## config.mk

```make
export PLATFORM = sky130hd
export DESIGN_NAME = router_switch_allocator
export DESIGN_NICKNAME = d
export VERILOG_FILES = /design/src/rtl/router_switch_allocator.sv
export SDC_FILE = /design/constraint.sdc
export NUM_CORES = 1
export LEC_CHECK = 0
export ABC_AREA = 1
export BUFFER_PORTS_ARGS = -buffer_cell sky130_fd_sc_hd__buf_4
export CORE_ASPECT_RATIO = 2
export CORE_MARGIN = 4
export CORE_UTILIZATION = 47
export DETAILED_ROUTE_END_ITERATION = 12
export GPL_ROUTABILITY_DRIVEN = 0
export GPL_TIMING_DRIVEN = 0
export MAX_ROUTING_LAYER = met4
export PLACE_DENSITY = 0.93
export SYNTH_ARGS = -nofsm -noshare
export SYNTH_HDL_FRONTEND = slang
export SYNTH_SLANG_ARGS = --single-unit
```

## constraint.sdc

```tcl
create_clock -name clk -period 4.29 [get_ports clk]
set_input_delay 0.429 -clock clk [delete_from_list [all_inputs] [get_ports clk]]
set_output_delay 0.429 -clock clk [all_outputs]
set_load 0.03 [all_outputs]
```

## src/rtl/router_switch_allocator.sv

```systemverilog
// Switch allocator for one router: XY routing of FIFO head flits, per-output
// round-robin wormhole allocation, crossbar select codes and FIFO pop strobes.
module router_switch_allocator #(
    parameter logic [3:0]  LOCAL_X = 4'd2,
    parameter logic [3:0]  LOCAL_Y = 4'd1,
    parameter int unsigned FLIT_W  = 40
) (
    input  logic              clk,
    input  logic              rst_n,
    input  logic [FLIT_W-1:0] din_x,
    input  logic [FLIT_W-1:0] din_y,
    input  logic [FLIT_W-1:0] din_local,
    input  logic              empty_x,
    input  logic              empty_y,
    input  logic              empty_local,
    input  logic              ready_x,
    input  logic              ready_y,
    input  logic              ready_local,
    output logic              pop_x,
    output logic              pop_y,
    output logic              pop_local,
    output logic [1:0]        control_x,
    output logic [1:0]        control_y,
    output logic [1:0]        control_local,
    output logic [7:0]        drop_cnt
);

    localparam int unsigned N_PORT = 3;
    localparam int unsigned CNT_W  = 8;
    localparam int unsigned SUM_W  = CNT_W + 1;
    localparam int unsigned TYPE_HI = FLIT_W - 1;
    localparam int unsigned DSTX_HI = FLIT_W - 3;
    localparam int unsigned DSTY_HI = FLIT_W - 7;

    localparam logic [1:0] OUT_X     = 2'd0;
    localparam logic [1:0] OUT_Y     = 2'd1;
    localparam logic [1:0] OUT_LOCAL = 2'd2;

    localparam logic [0:0] ST_IDLE = 1'b0;
    localparam logic [0:0] ST_BUSY = 1'b1;

    logic [FLIT_W-1:0] din_a [N_PORT];
    logic [N_PORT-1:0] valid;
    logic [N_PORT-1:0] ready_v;

    logic [0:0]        state_q [N_PORT];
    logic [0:0]        state_d [N_PORT];
    logic [1:0]        owner_q [N_PORT];
    logic [1:0]        owner_d [N_PORT];
    logic [1:0]        rr_q    [N_PORT];
    logic [1:0]        rr_d    [N_PORT];

    logic [N_PORT-1:0] is_head;
    logic [N_PORT-1:0] is_last;
    logic [N_PORT-1:0] owned;
    logic [N_PORT-1:0] orphan;
    logic [1:0]        route   [N_PORT];
    logic [N_PORT-1:0] cand    [N_PORT];

    logic [1:0]        ctrl    [N_PORT];
    logic [N_PORT-1:0] pop_v;
    logic [1:0]        scan;
    logic              found;

    logic [1:0]        n_orphan;
    logic [SUM_W-1:0]  drop_sum;
    logic [CNT_W-1:0]  drop_d;
    logic              unused_payload;

    assign din_a[0] = din_x;
    assign din_a[1] = din_y;
    assign din_a[2] = din_local;
    assign valid    = {~empty_local, ~empty_y, ~empty_x};
    assign ready_v  = {ready_local, ready_y, ready_x};
    assign unused_payload = ^{din_x[DSTY_HI-4:0], din_y[DSTY_HI-4:0], din_local[DSTY_HI-4:0]};

    // Head decode, XY route, ownership and allocation candidates
    always_comb begin
        is_head = '0;
        is_last = '0;
        owned   = '0;
        orphan  = '0;
        for (int i = 0; i < N_PORT; i++) begin
            route[i] = OUT_LOCAL;
            cand[i]  = '0;
        end
        for (int i = 0; i < N_PORT; i++) begin
            is_head[i] = ~din_a[i][TYPE_HI];
            is_last[i] = din_a[i][TYPE_HI] == din_a[i][TYPE_HI-1];
            if (din_a[i][DSTX_HI -: 4] != LOCAL_X) begin
                route[i] = OUT_X;
            end else if (din_a[i][DSTY_HI -: 4] != LOCAL_Y) begin
                route[i] = OUT_Y;
            end
            for (int o = 0; o < N_PORT; o++) begin
                if (state_q[o] == ST_BUSY && owner_q[o] == 2'(i)) begin
                    owned[i] = 1'b1;
                end
            end
            orphan[i] = valid[i] & ~owned[i] & ~is_head[i];
        end
        for (int o = 0; o < N_PORT; o++) begin
            for (int i = 0; i < N_PORT; i++) begin
                cand[o][i] = valid[i] & ~owned[i] & is_head[i] & (route[i] == 2'(o));
            end
        end
    end

    // Per-output next state, select codes and pop strobes
    always_comb begin
        state_d = state_q;
        owner_d = owner_q;
        rr_d    = rr_q;
        pop_v   = orphan;
        scan    = 2'd0;
        found   = 1'b0;
        for (int o = 0; o < N_PORT; o++) begin
            ctrl[o] = 2'b00;
        end
        for (int o = 0; o < N_PORT; o++) begin
            if (state_q[o] == ST_BUSY) begin
                if (valid[owner_q[o]] && ready_v[o]) begin
                    ctrl[o]             = owner_q[o] + 2'd1;
                    pop_v[owner_q[o]]   = 1'b1;
                    if (is_last[owner_q[o]]) begin
                        state_d[o] = ST_IDLE;
                    end
                end
            end else begin
                found = 1'b0;
                scan  = rr_q[o];
                for (int k = 0; k < N_PORT; k++) begin
                    scan = (scan == 2'd2) ? 2'd0 : scan + 2'd1;
                    if (!found && cand[o][scan]) begin
                        found      = 1'b1;
                        state_d[o] = ST_BUSY;
                        owner_d[o] = scan;
                        rr_d[o]    = scan;
                    end
                end
            end
        end
        // Reset silences the datapath even while orphans sit at FIFO heads
        if (rst_n) begin
            pop_v = '0;
            for (int o = 0; o < N_PORT; o++) begin
                ctrl[o] = 2'b00;
            end
        end
    end

    assign n_orphan = 2'($countones(orphan));
    assign drop_sum = SUM_W'(drop_cnt) + SUM_W'(n_orphan);
    assign drop_d   = (drop_sum > SUM_W'(255)) ? 8'hFF : drop_sum[CNT_W-1:0];

    always_ff @(posedge clk or posedge rst_n) begin
        if (rst_n) begin
            for (int o = 0; o < N_PORT; o++) begin
                state_q[o] <= ST_IDLE;
                owner_q[o] <= 2'd0;
                rr_q[o]    <= 2'd2;
            end
            drop_cnt <= '0;
        end else begin
            state_q  <= state_d;
            owner_q  <= owner_d;
            rr_q     <= rr_d;
            drop_cnt <= drop_d;
        end
    end

    assign pop_x         = pop_v[0];
    assign pop_y         = pop_v[1];
    assign pop_local     = pop_v[2];
    assign control_x     = ctrl[0];
    assign control_y     = ctrl[1];
    assign control_local = ctrl[2];

endmodule

```

* Word-level counts from Yosys, hierarchy flattened
Cells that the tools add are included.
** Storage, ports and cells
- Word-level logic and storage cells :: 254
- Bits in registers :: 23
- Input port bits :: 128
** Cells by class
- Add/subtract/negate cells :: 15
- Order comparisons :: 16
- Bitwise logic cells :: 33
- Equality and inequality tests :: 30
- Reduce and logical (&&, ||, !) cells :: 39
- Mux-type cells :: 111
** Operator list (number)
- $mux 2 :: 30
- $mux 1 :: 54
- $lt 2x3->1 const B :: 12
- $bmux 1 s2 :: 15
- $eq 2x2->1 const B :: 15
- $add 2x1->2 const B :: 12
- $logic_and 1x1->1 :: 21
- $mux 3 :: 7
- $and 1x1->1 :: 18
- $eq 2x1->1 const B :: 6
- $logic_not 2->1 :: 6
- $ne 4x1->1 const B :: 3
- $ne 4x2->1 const B :: 3
- $not 1->1 :: 12
- $add 8x2->9 :: 1
- $gt 9x8->1 const B :: 1
- $or 3x3->3 :: 3
- $reduce_bool 3->1 :: 3
- $mux 8 :: 1
- $demux 1 s2 :: 3
- $ge 2x1->1 const B :: 3
- $logic_not 1->1 :: 6
- $mux 6 :: 1
- $reduce_and 2->1 :: 3
- 3 further kinds :: 5

* Longest topological paths before layout
- Word-level depth :: 21
- Depth in mapped cells :: 15
- Mapped depth without buffers :: 15

* Least setup slack after synthesis
OpenSTA, ideal clock, no wires.
- Path type :: register -> register
- Start point :: reg owner_q[2] (netlist name)
- End point :: reg drop_cnt[2]
- Cell stages (with the launch flop) :: 16
- Slack :: 1.381 ns
- Arrival :: 2.827 ns
- Path buffers :: 0
- Setup time :: 0.083 ns
- Clock period less this slack :: 2.909 ns
- Cell sequence :: dfrtp_1 inv_1 ha_1 nand2_1 nand2_1 nor2_2 nand2_1 inv_1 fa_1 ha_1 inv_1 fa_1 nor2_1 nand4_1 nand3b_1 o21ai_0
** Between the ends
- Word-level cells in the longest chain between the ends :: 12
- Elaborated cells between the ends (all ways) :: 26
- Those cells by class :: 3 x add/sub; 1 x order compare; 2 x eq/ne; 7 x mux; 9 x bitwise; 4 x reduce/logical
** Ends and longest elaborated chain
- start: declaration :: line 48 : logic [1:0] owner_q [N_PORT];
- start signal: assignment :: line 166 : owner_q <= owner_d;
- $eq 2x1->1 / $logic_not 2->1 (equally long branches) :: line 96 : if (state_q[o] == ST_BUSY && owner_q[o] == 2'(i)) begin
- $logic_and 1x1->1 :: line 96
- $mux 1 (2 in series) :: line 96
- $not 1->1 :: line 100 : orphan[i] = valid[i] & ~owned[i] & ~is_head[i];
- $and 1x1->1 (2 in series) :: line 100
- $add 1x1->2 (implied by the code) :: line 152 : assign n_orphan = 2'($countones(orphan));
- $add 2x1->2 (implied by the code) (*) :: line 152
- $add 8x2->9 (*) :: line 153 : assign drop_sum = SUM_W'(drop_cnt) + SUM_W'(n_orphan);
- $gt 9x8->1 :: line 154 : assign drop_d = (drop_sum > SUM_W'(255)) ? 8'hFF : drop_sum[CNT_W-1:0];
- $mux 8 (*) :: line 154
- net drop_d[2] :: line 67 : logic [CNT_W-1:0] drop_d;
- end signal: assignment :: line 168 : drop_cnt <= drop_d;
- end: declaration :: line 25 : output logic [7:0] drop_cnt
The timed path passes the listed nets; every way through them passes the cells marked *.
A chain may end at the register's enable or synchronous reset.

* Final worst setup path
- Start point :: reg owner_q[4] (netlist name)
- End point :: reg drop_cnt[6]
** Between the ends
- Word-level cells in the longest chain between the ends :: 13
- Elaborated cells between the ends (all ways) :: 29
- Those cells by class :: 3 x add/sub; 1 x order compare; 2 x eq/ne; 10 x mux; 9 x bitwise; 4 x reduce/logical
** Ends and longest elaborated chain (line)
- $eq 2x1->1 / $logic_not 2->1 (equally long branches) :: 96
- $logic_and 1x1->1 :: 96
- $mux 1 (3 in series) :: 96
- $not 1->1 :: 100
- $and 1x1->1 (2 in series) :: 100
- $add 1x1->2 (implied by the code) :: 152
- $add 2x1->2 (implied by the code) (*) :: 152
- $add 8x2->9 (*) :: 153
- $gt 9x8->1 :: 154
- $mux 8 (*) :: 154
- net drop_d[6] :: 67
Marks and branches as above.

==> impl_summary.log <==
INFO  metric timing.critical_path.slowest_stage_cell = fa_1
INFO  metric die_area = 6090 um2
INFO  metric wire_per_inst = 13.3 um
INFO  metric int_power = 671 uW
INFO  metric critPathTopFamily = simple AND/OR/NAND/NOR gates
INFO  metric synthesis.area = 2280 um2
INFO  metric top_level_ports = 145
INFO  metric finalCritPeriodShare = 81.6%
INFO  metric drv.max_cap_violation_count = 0
INFO  metric critical_path.max_fanout = 8
INFO  metric synth_flop_cell = dfrtp_1
INFO  metric tritoncts_num_sinks = 20
INFO  metric portBuffers = 54
INFO  metric switching_portion_of_total_power = 53.0%
INFO  metric timing.hold.worst.class = input pin to async pin
INFO  metric grt_remaining_overflow = 0
INFO  metric dp_hpwl = 5.05 mm
INFO  metric initial_core_util = 49.1%
INFO  metric chipWidth = 57.2 um
INFO  metric clkLatencyLatePin = 0.27 ns
INFO  metric ys_ff_latch = 20
INFO  metric antennaDiodeCount = 0
INFO  metric ctsHoldBuffers = 0
INFO  metric detail-route-antenna-nets = 0
INFO  metric power.share.sequential = 24.8%
INFO  metric cp.buffers_inverters = 3
INFO  metric path_common_cell = nand2_1
INFO  metric share_comb_of_total_power = 64.5%
INFO  metric finish.cell_count_without_fillers = 472
INFO  metric cp.required = 4.49 ns
INFO  metric drc = 0
INFO  metric share_of_the_yosys_chip_area_belonging_to_registers = 22.1%
INFO  metric cts_root_buffer = clkbuf_8
INFO  metric clock_path_buffers = 2
INFO  metric syn_to_final_growth = 23.2%
INFO  metric p_clk_share = 10.7%
INFO  metric layout-drive-gt1-share = 25.2%
INFO  metric cp_slowest_stage_delay = 0.51 ns
INFO  metric layout.nets = 559
INFO  metric placedInstanceArea = 2750 um2
INFO  metric detail_route.first_pass.iterations = 4
INFO  metric cts_inserted_buffers = 3
INFO  metric cts_resized = 0
INFO  metric worstPathCellList = inv_2 -> ha_1 -> nand2_1 -> nand2_1 -> nor2_2 -> nand2_1 -> inv_1 -> fa_1 -> ha_1 -> inv_1 -> fa_1 -> nor2_1 -> nand4_1 -> nand3b_1 -> nand2_1
INFO  metric grt_total_usage = 22.2%
INFO  metric criticalPathCategory = register to register
INFO  metric fin_worst_hold_slack = 0.407 ns
INFO  metric cts-htree-levels = 1
INFO  metric cts_setup_buffers = 0
INFO  metric logic_depth_of_the_worst_register_to_register_path = 15
INFO  metric grt_first_pass_wirelength = 10.6 mm
INFO  metric routed_via_density = 5.31
INFO  metric timing.clock.skew = 0.00586 ns
INFO  metric dpl.cell_count = 468
INFO  metric floorplan.die.height = 106 um
INFO  metric core_area = 4640 um2
INFO  metric nFillCells = 432
INFO  metric finalWirelength = 6.29 mm
INFO  metric design_power_total = 1430 uW
INFO  metric detailroute.via_count = 2,508
INFO  metric max_fclk = 286 MHz
INFO  metric run_status = finished clean
INFO  metric tritoncts = built
INFO  metric irDropWorstVdd = 0.462 mV
INFO  metric syn-mean-instance-area = 6.35 um2
INFO  metric finalSetupViolations = 0
INFO  metric grt_setup_unrepaired = no
INFO  metric postSynthNetCount = 500
INFO  metric tightestPinTransition = 0.924 ns
INFO  metric cp-start-kind = register
INFO  metric powerDensity = 508 nW/um2
INFO  metric grt_start_max_net_pins = 25
INFO  metric number_of_global_route_vias_before_repair = 2,562
INFO  metric synth_edf_count = 0
INFO  metric worst_endpoint_data_arrival_time = 3.70 ns
INFO  metric p_sw = 756 uW
INFO  metric synth.yosys.warnings = 0
INFO  metric timing.critical_path.depth = 15
INFO  metric pins_over_slew_limit = 0
INFO  metric slew_limit_headroom = 38.3%
INFO  metric post_synth_num_cell_types = 36
INFO  metric cellLeakagePower = 0.00156 uW
INFO  metric final_design_area_no_fill = 2810 um2
INFO  metric netlist_instances = 359
INFO  metric num_rows = 35
INFO  metric cp-end-kind = register
INFO  metric synth-async-reset-ratio = 100%
INFO  metric finalCriticalPeriod = 3.50 ns
INFO  metric totalNegativeSetupSlack = 0 ns
INFO  metric antenna_violations_before_repair = 0
INFO  metric clkTransAtPathRegs = 0.08 ns
INFO  metric first_iter_violations = 95
INFO  metric finalHoldViolations = 0
==> Yosys cell counts (2+ instances only) <==
| cell | number | area (um2) |
|---|---|---|
| nand2_1 | 97 | 364 |
| nor2_1 | 51 | 191 |
| inv_1 | 48 | 180 |
| nand3_1 | 38 | 190 |
| dfrtp_1 | 17 | 425 |
| o21ai_0 | 15 | 75.1 |
| ha_1 | 11 | 138 |
| nand3_2 | 8 | 80.1 |
| nor2_2 | 8 | 50.1 |
| inv_2 | 6 | 22.5 |
| nand2_2 | 5 | 31.3 |
| nand2_4 | 5 | 56.3 |
| nand4_1 | 5 | 31.3 |
| xor2_1 | 5 | 43.8 |
| a21oi_1 | 4 | 20.0 |
| nor2_4 | 4 | 45.0 |
| a31oi_1 | 3 | 18.8 |
| dfstp_2 | 3 | 78.8 |
| nor4_1 | 3 | 18.8 |
| clkbuf_1 | 2 | 7.51 |
| fa_1 | 2 | 40.0 |
| nor3_4 | 2 | 32.5 |
| o211ai_1 | 2 | 15.0 |
| o21ai_1 | 2 | 10.0 |
| o22ai_1 | 2 | 12.5 |
==> per-layer routing <==
| layer | vias up | track usage [%] | wire length (um) |
|---|---|---|---|
| met5 | - | - | 0 |
| met2 | 107 | 39.7 | 3320 |
| met3 | 26 | 2.79 | 377 |
| li1 | 1256 | - | - |
| met4 | 0 | 13.8 | 304 |
| met1 | 1119 | 22.0 | 2290 |
==> power by group through the flow <==
stage               Clock (uW)  Sequential (uW)  Combinational (uW)
finish                     153              353                 921
global route               161              365                1030
CTS                        153              350                 919
detailed placement           0              352                 908
global placement             0              349                 870
floorplan                    0              396                 613
==> placed cells by master, fill, tap and decap left out, drive strengths merged <==
cell type	Yosys	final
nand2	107	107
dfstp	3	3
nor2	64	64
xnor2	1	1
o211ai	2	2
o21a	1	1
xor2	5	5
clkbuf	2	6
o22ai	2	2
buf	1	55
o21ai	18	18
nor4	3	3
or2	1	1
ha	11	11
o31a	1	1
fa	2	2
nand3b	1	1
a31oi	3	3
nand3	46	46
nand4	6	6
nor3	4	4
a21oi	4	4
dfrtp	17	17
inv	54	54
==> through the flow <==
step / utilization (%) / setup slack [ns]
after floorplan: - / 1.38
after global placement: 59.3 / 0.964
after detailed placement: 59.3 / 0.882
after CTS: 60.5 / 0.807
after global routing: 60.5 / 0.542
final: 60.5 / 0.791
==> flip-flops by register name, summed over array words and instances, names as in the netlist <==
register  cells
rr_q          3
owner_q       6
state_q       3
drop_cnt      8
==> final timing paths <==
check / from / end / slack (ns)
setup / recovery: owner_q[4]$_DFFE_PP0P_ / drop_cnt[6]$_DFF_PP0_ / 0.79
hold / removal: rst_n / drop_cnt[0]$_DFF_PP0_ / 0.41
setup reg to reg: owner_q[4]$_DFFE_PP0P_ / drop_cnt[6]$_DFF_PP0_ / 0.79
hold reg to reg: drop_cnt[7]$_DFF_PP0_ / drop_cnt[7]$_DFF_PP0_ / 0.55
max in group asynchronous: rst_n / state_q[0]$_DFF_PP0_ / 3.31
min in group clk: drop_cnt[7]$_DFF_PP0_ / drop_cnt[7]$_DFF_PP0_ / 0.55
==> area by class of cell <==
class	count	area, um2	area share, %
Inverter	54	203	7.22
Buffer	3	12.5	0.446
Timing Repair Buffer	54	405	14.4
Multi-Input combinational cell	282	1560	55.5
Tap cell	55	68.8	2.45
Sequential cell	20	504	18.0
Clock buffer	4	55.1	1.96
==> logic make-up (layout without fill, tap and decap cells) <==
| family | Yosys count | in the layout | synth area share, % |
|---|---|---|---|
| and+or+nand+nor | 232 | 232 | 50.6 |
| buffers and inverters | 57 | 115 | 9.45 |
| AOI/OAI and AO/OA | 31 | 31 | 7.74 |
| DFF | 20 | 20 | 22.1 |
| adders and majority gates | 13 | 13 | 7.80 |
| xor gates and xnor gates | 6 | 6 | 2.31 |
(Power assumes the default switching activity.)
